$ cat config.mk
export PLATFORM = sky130hd
export DESIGN_NAME = noc_inject_packer
export DESIGN_NICKNAME = d
export VERILOG_FILES = /design/src/rtl/noc_inject_packer.sv
export SDC_FILE = /design/constraint.sdc
export NUM_CORES = 1
export LEC_CHECK = 0
export BUFFER_PORTS_ARGS = -buffer_cell sky130_fd_sc_hd__buf_2
export CAP_MARGIN = 20
export CORE_MARGIN = 3
export CORE_UTILIZATION = 51
export CTS_CLUSTER_SIZE = 25
export DETAILED_ROUTE_END_ITERATION = 12
export HOLD_SLACK_MARGIN = 0.1
export PLACE_DENSITY = 0.83
export SYNTH_ARGS = -nofsm -noshare
export SYNTH_HDL_FRONTEND = slang
export SYNTH_SLANG_ARGS = --single-unit
$ cat constraint.sdc
create_clock -name clk_usr -period 2.28 [get_ports clk_usr]
set_clock_uncertainty 0.2 [all_clocks]
set_input_delay 0.228 -clock clk_usr [delete_from_list [all_inputs] [get_ports clk_usr]]
set_output_delay 0.228 -clock clk_usr [all_outputs]
set_load 0.02 [all_outputs]
$ cat src/rtl/noc_inject_packer.sv
// Packs IN_WIDTH user words into TDATA_WIDTH router injection beats, first word in the lowest lane.
// The packet header (dest/id) is taken from the first word of each packet.
module noc_inject_packer #(
    parameter int IN_WIDTH    = 32,
    parameter int TDATA_WIDTH = 128,
    parameter int TID_WIDTH   = 2,
    parameter int TDEST_WIDTH = 4
) (
    input  logic                   clk_usr,
    input  logic                   rst_n,
    input  logic                   s_valid,
    output logic                   s_ready,
    input  logic [IN_WIDTH-1:0]    s_data,
    input  logic                   s_last,
    input  logic [TDEST_WIDTH-1:0] s_dest,
    input  logic [TID_WIDTH-1:0]   s_id,
    output logic                   axis_in_tvalid,
    input  logic                   axis_in_tready,
    output logic [TDATA_WIDTH-1:0] axis_in_tdata,
    output logic                   axis_in_tlast,
    output logic [TID_WIDTH-1:0]   axis_in_tid,
    output logic [TDEST_WIDTH-1:0] axis_in_tdest,
    output logic [15:0]            beat_count,
    output logic [15:0]            pkt_count
);

    localparam int RATIO  = TDATA_WIDTH / IN_WIDTH;
    localparam int LANE_W = (RATIO > 2) ? $clog2(RATIO) : 1;
    localparam logic [LANE_W-1:0] LAST_LANE = LANE_W'(RATIO - 1);

    logic [LANE_W-1:0]      lane_r;
    logic                   in_pkt_r;
    logic [TDATA_WIDTH-1:0] asm_r;
    logic [TDEST_WIDTH-1:0] pkt_dest_r;
    logic [TID_WIDTH-1:0]   pkt_id_r;

    logic                   word_xfer_s;
    logic                   beat_xfer_s;
    logic                   complete_s;
    logic [TDATA_WIDTH-1:0] merged_s;
    logic [TDEST_WIDTH-1:0] hdr_dest_s;
    logic [TID_WIDTH-1:0]   hdr_id_s;

    // A full output register may be refilled in the same cycle it is drained.
    assign s_ready     = !axis_in_tvalid || axis_in_tready;
    assign word_xfer_s = s_valid && s_ready;
    assign beat_xfer_s = axis_in_tvalid && axis_in_tready;
    assign complete_s  = word_xfer_s && ((lane_r == LAST_LANE) || s_last);
    assign hdr_dest_s  = in_pkt_r ? pkt_dest_r : s_dest;
    assign hdr_id_s    = in_pkt_r ? pkt_id_r : s_id;

    // Assembly register with the incoming word dropped into the current lane.
    always_comb begin
        merged_s = asm_r;
        for (int k = 0; k < RATIO; k++) begin
            if (lane_r == LANE_W'(k)) begin
                merged_s[k*IN_WIDTH +: IN_WIDTH] = s_data;
            end else begin
                merged_s[k*IN_WIDTH +: IN_WIDTH] = asm_r[k*IN_WIDTH +: IN_WIDTH];
            end
        end
    end

    // Word assembly, header capture and packet tracking.
    always_ff @(posedge clk_usr or negedge rst_n) begin
        if (!rst_n) begin
            lane_r     <= {LANE_W{1'b0}};
            in_pkt_r   <= 1'b0;
            asm_r      <= {TDATA_WIDTH{1'b0}};
            pkt_dest_r <= {TDEST_WIDTH{1'b0}};
            pkt_id_r   <= {TID_WIDTH{1'b0}};
        end else if (word_xfer_s) begin
            if (!in_pkt_r) begin
                pkt_dest_r <= s_dest;
                pkt_id_r   <= s_id;
            end
            in_pkt_r <= !s_last;
            if (complete_s) begin
                lane_r <= {LANE_W{1'b0}};
                asm_r  <= {TDATA_WIDTH{1'b0}};
            end else begin
                lane_r <= lane_r + {{(LANE_W-1){1'b0}}, 1'b1};
                asm_r  <= merged_s;
            end
        end
    end

    // Output beat register: loads on a completing word, otherwise drains on acceptance.
    always_ff @(posedge clk_usr or negedge rst_n) begin
        if (!rst_n) begin
            axis_in_tvalid <= 1'b0;
            axis_in_tdata  <= {TDATA_WIDTH{1'b0}};
            axis_in_tlast  <= 1'b0;
            axis_in_tid    <= {TID_WIDTH{1'b0}};
            axis_in_tdest  <= {TDEST_WIDTH{1'b0}};
        end else if (complete_s) begin
            axis_in_tvalid <= 1'b1;
            axis_in_tdata  <= merged_s;
            axis_in_tlast  <= s_last;
            axis_in_tid    <= hdr_id_s;
            axis_in_tdest  <= hdr_dest_s;
        end else if (beat_xfer_s) begin
            axis_in_tvalid <= 1'b0;
        end
    end

    // Wrapping beat and packet counters.
    always_ff @(posedge clk_usr or negedge rst_n) begin
        if (!rst_n) begin
            beat_count <= 16'd0;
            pkt_count  <= 16'd0;
        end else if (beat_xfer_s) begin
            beat_count <= beat_count + 16'd1;
            if (axis_in_tlast) begin
                pkt_count <= pkt_count + 16'd1;
            end
        end
    end

endmodule

==> out/results.ini <==
[clock_tree]
clk-insertion-delay-late_ns = 0.55
cts_buffers = 31
path_clk_slew_ns = 0.06
cts_resized = 0
htreeDepth = 1
cts_tree = built
cts.path.max_buffers = 3
cts_sinks = 305
postCtsHoldBufs = 42
post_cts_buffers = 0
clockRootBuffer = clkbuf_16

[setup_path]
critPathSlowestCell = dfrtp_1
startpoint_type = flip-flop
path_class = reg -> reg
end_kind = flip-flop
path_max_fanout = 36
worstPathRequired_ns = 2.51
regToRegSetupSlack_ns = 0.17
r2r_cells = 5
slowest_delay_ns = 0.40
crit_chain = ha_2, or2_2, nand2_8, buf_12, mux2_2
r2r_start = lane_r[0]$_DFFE_PN0P_
r2r_end = axis_in_tdata[1]$_DFFE_PN0P_
critPathArrivalTime_ns = 2.34

[logic_synthesis]
synthMuxAreaShare_pct = 25.94
synth_adder_area_share_pct = 0.5713
synth_compound_area_share_pct = 6.722
syn_avg_cell_area_sq_um = 14.95
synth-simple-area-share_pct = 4.142
syn_nets = 928
syn_inst = 879
synth_top_cell_by_area = dfrtp_1
synth_seq_area_share_pct = 58.08
async_flop_share_pct = 100.0
synth-edff-count = 0
yosys_warnings = 0
synth_top_family_by_area = multiplexers
synth_area_sq_um = 13140
synth_commonest_cells = 305 x dfrtp_1, 190 x mux2_2, 97 x a22o_1
synth_xor_area_share_pct = 1.999
ys_seq_elements = 305
netlist.area_leader.share_pct = 58.08
synth_area_leaders = dfrtp_1 58%, mux2_2 16%, mux2_4 9.1%, a22o_1 6.5%, and2_1 1.6%
ys_types = 32
synth_top_flop_cell = dfrtp_1
synth_most_common_cell = dfrtp_1

[status]
status = completed

[placement]
place_congestion = 0.8048
placed_cell_area_sq_um = 14920
hpwlAfterDp_um = 19910
portBuffers = 211

[routing]
first_pass_iters = 4
drcViolationCount = 0
drt_iter0_drc = 416
totalWireLength_um = 31260
vias = 8417
routedWlPerCell_um = 20.76
final_antenna_net_count = 0
vias_per_cell = 5.589

[flow_run]
cap_violations = 0

[power]
total_power_uw = 17300
swShare_pct = 31.62
pwr-share-clk_pct = 28.7
seqPwrFrac_pct = 42.1
p_int_uw = 11830
power_frac_comb_pct = 29.1
vdd_drop_max_uv = 743.7
p_sw_uw = 5470
powerDensity_nw_per_um2 = 1060
p_leak_uw = 0.008439

[sta]
relSlewSlack_pct = 60.27
tns_ns = 0
tightest_slew_ns = 0.5905
hold_violations = 0
fin_crit_sh_pct = 92.34
drv_slew = 0
max_freq_mhz = 475.0
setup_violations = 0
fin_crit_ns = 2.105
rsz0062_at_grt = false

[layout]
diodes = 0
final_area_sq_um = 16330
nNetsFinal = 1201
area_delta_synth_final_pct = 24.24
drive_above_1_share_pct = 49.74

[die]
die_w_um = 166.5
die_area_sq_um = 27730
io_pins = 212
start_util_pct = 52.04
coreArea_sq_um = 25250
rows = 58
die_h_um = 166.5

[hold_path]
hold_end = axis_in_tlast$_DFFE_PN0P_
hold_class = in -> reg
hold_depth = 4
hp-start = s_valid

[global_routing]
grt_pass1_vias = 8872
grt_max_degree = 63
antenna_found_initial = 0
gr-total-overflow = 0
grt_pass1_wl_um = 51030
grt_util_all_layers_pct = 22.38

## layout by cell type, fill, tap and decap left out, types with 21 or more instances in the layout
cell type	netlist	layout
dlygate4sd3_1	0	42
clkbuf_16	0	31
mux2_2	190	190
buf_2	16	210
a22o_1	97	97
and2_1	34	34
mux2_4	80	80
dfrtp_1	305	305
xnor2_1	21	21
buf_4	1	25
## routing by layer
| metal | global-route usage (%) | vias up | routed length (um) |
|---|---|---|---|
| met3 | 4.154 | 55 | 1927 |
| met1 | 31.72 | 4357 | 13990 |
| met5 | 0 | - | 0 |
| li1 | - | 3727 | - |
| met4 | 5.237 | 0 | 714 |
| met2 | 36.35 | 278 | 14630 |
## area by class of cell
class,instances,area (sq um)
well taps,330,412.9
multi-input cells,511,5250
clock inverters,13,142.6
fillers,1796,8927
flip-flops and latches,305,7632
inverters,8,30.03
clock buffers,44,844.6
repair buffers,295,2014
## critical path, delay by kind of cell, from the launching register on
kind | cells | cell delay, ns
adder cells (fa/ha/maj) | 1 | 0.21
buffers and inverters | 1 | 0.27
flip-flops | 1 | 0.40
multiplexers | 1 | 0.37
AND/OR/NAND/NOR | 2 | 0.54
## registers in the layout (all words and copies together) (netlist names)
register and flops:
lane_r 2, axis_in_tdest 4, in_pkt_r 1, pkt_id_r 2, axis_in_tlast 1, asm_r 128
axis_in_tid 2, pkt_dest_r 4, pkt_count 16, beat_count 16, axis_in_tdata 128, axis_in_tvalid 1
## power by group through the flow
stage	Sequential [uW]	Clock [uW]	Combinational [uW]
finish	7290	4970	5030
global route	7420	5280	5360
CTS	7280	5050	5070
detailed placement	7350	0	4990
global placement	7310	0	4870
floorplan	8120	0	2290
## how the worst max path moves through the flow
stage,to,cells after the start,from,slack [ns]
after floorplan,axis_in_tdata[10]$_DFFE_PN0P_,6,lane_r[0]$_DFFE_PN0P_,0.14
after global routing,axis_in_tdata[1]$_DFFE_PN0P_,5,lane_r[0]$_DFFE_PN0P_,0.11
after global placement,axis_in_tdata[5]$_DFFE_PN0P_,5,lane_r[0]$_DFFE_PN0P_,0.20
final,axis_in_tdata[1]$_DFFE_PN0P_,5,lane_r[0]$_DFFE_PN0P_,0.17
after detailed placement,axis_in_tdata[37]$_DFFE_PN0P_,5,lane_r[0]$_DFFE_PN0P_,0.17
after CTS,axis_in_tdata[37]$_DFFE_PN0P_,5,lane_r[0]$_DFFE_PN0P_,0.16
## cell families (layout without fill, tap and decap cells)
logic type / after synthesis / in the layout
DFF: 305 / 305
muxes: 276 / 276
AOI/OAI and AO/OA: 103 / 103
and+or+nand+nor: 96 / 96
buffers and inverters: 63 / 360
xor gates and xnor gates: 30 / 30
adders and majority gates: 6 / 6
## metrics by stage
stage | hold slack [ns] | std cells | util [%] | worst slack [ns]
final | 0.1732 | 1506 | 64.65 | 0.1746
after detailed placement | 0.02327 | 1407 | 59.08 | 0.1659
after global routing | 0.1929 | 1506 | 64.65 | 0.1148
after CTS | 0.1638 | 1506 | 64.65 | 0.1591
after floorplan | -0.2676 | 879 | - | 0.1374
after global placement | 0.02549 | 1407 | 59.08 | 0.2026
Power figures use the tool's default switching activity.
